==> src/rtl/ctl_setup_rx.sv <==
// Receive side of USB control transfers: parses the 8-byte SETUP payload into
// request fields and tracks the SETUP / DATA / STATUS stages of the control pipe.
module ctl_setup_rx #(
    parameter logic [15:0] ENDPT_MASK = 16'h0001
) (
    input  logic        clock,
    input  logic        reset,
    input  logic        setup_i,
    input  logic        in_tok_i,
    input  logic        out_tok_i,
    input  logic [3:0]  tok_endpt_i,
    input  logic        hsk_ack_i,
    input  logic        s_tvalid,
    output logic        s_tready,
    input  logic        s_tlast,
    input  logic        s_tuser,
    input  logic [7:0]  s_tdata,
    output logic        select_o,
    output logic        start_o,
    output logic        done_o,
    output logic        error_o,
    output logic [1:0]  stage_o,
    output logic [3:0]  req_endpt_o,
    output logic [7:0]  req_type_o,
    output logic [7:0]  req_args_o,
    output logic [15:0] req_value_o,
    output logic [15:0] req_index_o,
    output logic [15:0] req_length_o
);

    typedef enum logic [1:0] {
        ST_IDLE   = 2'd0,
        ST_SETUP  = 2'd1,
        ST_DATA   = 2'd2,
        ST_STATUS = 2'd3
    } state_t;

    state_t      state_q, state_d;
    logic [3:0]  cnt_q, cnt_d;
    logic        ovf_q, ovf_d;
    logic [7:0]  shadow_q [7];
    logic [7:0]  shadow_d [7];
    logic [3:0]  shadow_ep_q, shadow_ep_d;
    logic        select_q, select_d;
    logic        start_q, start_d;
    logic        error_q, error_d;
    logic        done_q, done_d;
    logic [3:0]  req_endpt_q, req_endpt_d;
    logic [7:0]  req_type_q, req_type_d;
    logic [7:0]  req_args_q, req_args_d;
    logic [15:0] req_value_q, req_value_d;
    logic [15:0] req_index_q, req_index_d;
    logic [15:0] req_length_q, req_length_d;

    logic        setup_ok;
    logic        beat;
    logic        last_beat;
    logic        good;
    logic        data_done;
    logic [15:0] new_length;

    // Stream handshake: a byte transfers on any cycle with s_tvalid && s_tready;
    // s_tready depends only on the stage, never on s_tvalid.
    assign s_tready   = (state_q == ST_SETUP);
    assign setup_ok   = setup_i && ENDPT_MASK[tok_endpt_i];
    assign beat       = s_tvalid && s_tready;
    assign last_beat  = beat && s_tlast;
    assign good       = last_beat && (cnt_q == 4'd7) && s_tuser && !ovf_q;
    // Byte 7 bypasses the shadow so the request is latched on the tlast edge.
    assign new_length = {s_tdata, shadow_q[6]};
    assign data_done  = (tok_endpt_i == req_endpt_q) &&
                        (req_type_q[7] ? out_tok_i : in_tok_i);

    always_ff @(posedge clock) begin
        if (reset) begin
            state_q      <= ST_IDLE;
            cnt_q        <= 4'd0;
            ovf_q        <= 1'b0;
            shadow_q     <= '{default: 8'd0};
            shadow_ep_q  <= 4'd0;
            select_q     <= 1'b0;
            start_q      <= 1'b0;
            error_q      <= 1'b0;
            done_q       <= 1'b0;
            req_endpt_q  <= 4'd0;
            req_type_q   <= 8'd0;
            req_args_q   <= 8'd0;
            req_value_q  <= 16'd0;
            req_index_q  <= 16'd0;
            req_length_q <= 16'd0;
        end else begin
            state_q      <= state_d;
            cnt_q        <= cnt_d;
            ovf_q        <= ovf_d;
            shadow_q     <= shadow_d;
            shadow_ep_q  <= shadow_ep_d;
            select_q     <= select_d;
            start_q      <= start_d;
            error_q      <= error_d;
            done_q       <= done_d;
            req_endpt_q  <= req_endpt_d;
            req_type_q   <= req_type_d;
            req_args_q   <= req_args_d;
            req_value_q  <= req_value_d;
            req_index_q  <= req_index_d;
            req_length_q <= req_length_d;
        end
    end

    always_comb begin
        state_d = state_q;
        if (setup_ok) begin
            state_d = ST_SETUP;
        end else begin
            case (state_q)
                ST_SETUP: begin
                    if (last_beat) begin
                        if (!good)                    state_d = ST_IDLE;
                        else if (new_length != 16'd0) state_d = ST_DATA;
                        else                          state_d = ST_STATUS;
                    end
                end
                ST_DATA: begin
                    if (data_done) state_d = ST_STATUS;
                end
                ST_STATUS: begin
                    if (hsk_ack_i) state_d = ST_IDLE;
                end
                default: state_d = state_q;
            endcase
        end
    end

    always_comb begin
        cnt_d        = cnt_q;
        ovf_d        = ovf_q;
        shadow_d     = shadow_q;
        shadow_ep_d  = shadow_ep_q;
        select_d     = select_q;
        start_d      = 1'b0;
        error_d      = 1'b0;
        done_d       = 1'b0;
        req_endpt_d  = req_endpt_q;
        req_type_d   = req_type_q;
        req_args_d   = req_args_q;
        req_value_d  = req_value_q;
        req_index_d  = req_index_q;
        req_length_d = req_length_q;
        if (setup_ok) begin
            // A new SETUP silently aborts whatever transfer was in flight.
            cnt_d       = 4'd0;
            ovf_d       = 1'b0;
            shadow_ep_d = tok_endpt_i;
            select_d    = 1'b0;
        end else if (state_q == ST_SETUP && beat) begin
            if (cnt_q < 4'd8) begin
                if (cnt_q < 4'd7) shadow_d[cnt_q[2:0]] = s_tdata;
                cnt_d = cnt_q + 4'd1;
            end else begin
                ovf_d = 1'b1;
            end
            if (good) begin
                req_endpt_d  = shadow_ep_q;
                req_type_d   = shadow_q[0];
                req_args_d   = shadow_q[1];
                req_value_d  = {shadow_q[3], shadow_q[2]};
                req_index_d  = {shadow_q[5], shadow_q[4]};
                req_length_d = new_length;
                start_d      = 1'b1;
                select_d     = 1'b1;
            end else if (s_tlast) begin
                error_d = 1'b1;
            end
        end else if (state_q == ST_STATUS && hsk_ack_i) begin
            done_d   = 1'b1;
            select_d = 1'b0;
        end
    end

    assign stage_o      = state_q;
    assign select_o     = select_q;
    assign start_o      = start_q;
    assign error_o      = error_q;
    assign done_o       = done_q;
    assign req_endpt_o  = req_endpt_q;
    assign req_type_o   = req_type_q;
    assign req_args_o   = req_args_q;
    assign req_value_o  = req_value_q;
    assign req_index_o  = req_index_q;
    assign req_length_o = req_length_q;

endmodule

==> config.mk <==
export PLATFORM = sky130hd
export DESIGN_NAME = ctl_setup_rx
export DESIGN_NICKNAME = d
export VERILOG_FILES = /design/src/rtl/ctl_setup_rx.sv
export SDC_FILE = /design/constraint.sdc
export NUM_CORES = 1
export LEC_CHECK = 0
export ABC_AREA = 1
export BUFFER_PORTS_ARGS = -buffer_cell sky130_fd_sc_hd__buf_2
export CAP_MARGIN = 15
export CORE_MARGIN = 2
export CORE_UTILIZATION = 37
export DETAILED_ROUTE_END_ITERATION = 7
export GPL_ROUTABILITY_DRIVEN = 0
export PLACE_DENSITY = 0.68
export SYNTH_ARGS = -nofsm -noshare
export SYNTH_HDL_FRONTEND = slang
export SYNTH_SLANG_ARGS = --single-unit
==> constraint.sdc <==
create_clock -name clock -period 4.2 [get_ports clock]
set_clock_uncertainty 0.05 [all_clocks]
set_input_delay 0 -clock clock [delete_from_list [all_inputs] [get_ports clock]]
set_output_delay 0 -clock clock [all_outputs]
set_load 0.05 [all_outputs]
==> results.sh <==
export IMPL_max_slew_margin_rel_pct=45.3
export IMPL_cp_top_family="simple AND/OR/NAND/NOR gates"
export IMPL_fillers=1483
export IMPL_ant_nets=0
export IMPL_ys_flop_type="dfxtp_1"
export IMPL_slew_viol_final=0
export IMPL_cts_buffers_inserted=17
export IMPL_min_path_type="in -> reg"
export IMPL_instances_no_fill=980
export IMPL_routed_via_density=4.65
export IMPL_ios=96
export IMPL_finalHoldViolCount=0
export IMPL_nets=806
export IMPL_diodes=0
export IMPL_clockBufferDepth=2
export IMPL_synth_seq_area_share_pct=51.1
export IMPL_synthesis_area_sq_um=5450
export IMPL_synth_area_top_cells="dfxtp_1, nor2_1, nand2_1, o21ai_0, a21oi_1"
export IMPL_regArea_sq_um=2780
export IMPL_start_util_pct=37.6
export IMPL_setup_violations=0
export IMPL_period_minus_slack_ps=2140
export IMPL_cellLeakagePower_nw=3.10
export IMPL_drv_cap=0
export IMPL_worstSetupPathType="reg -> reg"
export IMPL_cts_sinks=139
export IMPL_yosys_warnings=0
export IMPL_grt_pass1_wl_microns=21700
export IMPL_clk_pin_slew_ps=50
export IMPL_wl_microns=13100
export IMPL_status="complete, no violations"
export IMPL_grt_pass1_vias=4291
export IMPL_drc_errors=0
export IMPL_track_usage_pct=17.2
export IMPL_drt_iter0_markers=201
export IMPL_synth_edf_count=0
export IMPL_syn_nets=722
export IMPL_fmax_mhz=467
export IMPL_endpoint_kind="flop"
export IMPL_htree_levels=4
export IMPL_num_rows=44
export IMPL_antenna_found_initial=0
export IMPL_dpl_cell_area_sq_um=5890
export IMPL_overflow=0
export IMPL_cts_tree="yes"
export IMPL_tightest_slew_ps=821
export IMPL_ctsRootBufferMaster="clkbuf_16"
export IMPL_grt_setup_unrepaired="false"
export IMPL_areaGrowthSynthToFinish_pct=20.9
export IMPL_power_density_nw_per_um2=435
export IMPL_synth_top_area_cell="dfxtp_1"
export IMPL_worstPathCellList="ha_1 > nand3_2 > nor2_1 > nand2_1 > nor2_4 > buf_12 > o21ai_0 > a21oi_1"
export IMPL_worstPathMaxFanout=84
export IMPL_core_area_sq_um=14500
export IMPL_multi_input_area_sq_um=2140
export IMPL_irDropWorstVdd_uv=230
export IMPL_finish_instance_area_sq_um=6590
export IMPL_dp_cells=936
export IMPL_crit_required_ps=4490
export IMPL_wl_per_cell_microns=13.4
export IMPL_cts_resized=0
export IMPL_synthArstFlopShare_pct=0
export IMPL_syn_inst=700
export IMPL_synth_seq_cells=139
export IMPL_synth_top_area_share_pct=51.1
export IMPL_io_buffers=95
export IMPL_crit_slowest_cell="dfxtp_1"
export IMPL_post_route_period_util_pct=51.0
export IMPL_drtPass1Iterations=4
export IMPL_vias=4561
export IMPL_hold_worst_slack_ps=24.4
export IMPL_drive_gt1_share_pct=18.6
export IMPL_dp_hpwl_microns=8270
export IMPL_fp_dieArea_sq_um=15700
export IMPL_synth_cell_type_count=29
export IMPL_die_w_microns=125
export IMPL_synth_common_cells="dfxtp_1, nor2_1, nand2_1, o21ai_0, a21oi_1"
export IMPL_synth_most_common_cell="dfxtp_1"
export IMPL_start_kind="flop"
export IMPL_crit_arrival_ps=2430
export IMPL_die_height_microns=125
export IMPL_max_stage_delay_ps=380
export IMPL_critPathBufInv=1
export IMPL_setup_tns_ps=0
export IMPL_layout_setup_ws_ps=2060
export IMPL_dp_slack_ps=2080
export IMPL_clk_latency_ps=410
export IMPL_avgSynthCellArea_sq_um=7.78
export IMPL_grt_start_max_net_pins=85
## sequential cells by signal (all words and copies together), names as in the netlist, 8 cells and up
| signal | count |
|---|---|
| shadow_q | 48 |
| req_index_o | 16 |
| req_length_o | 16 |
| req_value_o | 16 |
| new_length | 8 |
| req_args_o | 8 |
| req_type_o | 8 |
## cell usage in the layout, fill, tap and decap left out, types with 13 or more instances in the layout
cell type / netlist / routed
inv_1: 56 / 55
o21ai_0: 71 / 71
nor3_1: 34 / 34
clkbuf_16: 0 / 17
dfxtp_1: 139 / 139
nand2_1: 112 / 112
buf_2: 10 / 95
nand3_1: 19 / 19
nor2_1: 120 / 120
a21oi_1: 63 / 63
dlygate4sd3_1: 0 / 13
## power breakdown
group / internal (mW) / switching, mW / leakage [nW]
registers: 1.32 / 0.00178 / 1.12
logic: 0.0251 / 0.0620 / 1.70
clock network: 0.924 / 0.530 / 0.277
total: 2.27 / 0.594 / 3.10
## layout make-up
cell class | count | share of cell area (%)
Sequential cell | 139 | 42.2
Multi-Input combinational cell | 454 | 32.5
Timing Repair Buffer | 111 | 9.72
Clock buffer | 22 | 6.74
Tap cell | 184 | 3.49
Inverter | 61 | 3.48
Clock inverter | 9 | 1.86
## what timing repair did
action / 4_1_cts / 5_1_grt
hold endpoints to repair: 63 / 0
endpoints found under the setup margin: 0 / 0
hold buffers: 13 / 0
setup buffers: 0 / 0
## metal layers
layer | GRT usage (%) | part of all wire, % | vias up
met1 | 22.6 | 46 | 2046
li1 | - | - | 2406
met5 | 0 | 0 | -
met2 | 27.6 | 47 | 99
met3 | 4.19 | 6.5 | 10
met4 | 6.47 | 0.99 | 0
## path summary, 6_finish.rpt
path	from	end	slack (ps)	depth (start not counted)
max	cnt_q[0]	req_endpt_o[2]	2060	8
max reg2reg	cnt_q[0]	req_endpt_o[2]	2060	8
min reg2reg	shadow_ep_q[1]	shadow_ep_q[1]	390	2
min	reset	shadow_q[47]	20	2
## cell families after synthesis
kind of cell / count (synthesis) / synth area share (%)
AO/OA/AOI/OAI: 148 / 13.8
buffers and inverters: 107 / 9.67
XOR/XNOR: 3 / 0.482
adder cells (fa/ha/maj): 1 / 0.230
flip-flops: 139 / 51.1
AND/OR/NAND/NOR: 302 / 24.7
## stage by stage
stage          utilization [%]  total power, mW
3_5_place_dp              40.7             1.43
2_1_floorplan                -             1.40
6_report                  45.5             2.86
4_1_cts                   45.5             2.89
3_3_place_gp              40.7             1.43
5_1_grt                   45.5             2.95
Note: power is estimated with default switching activity, not from simulation.
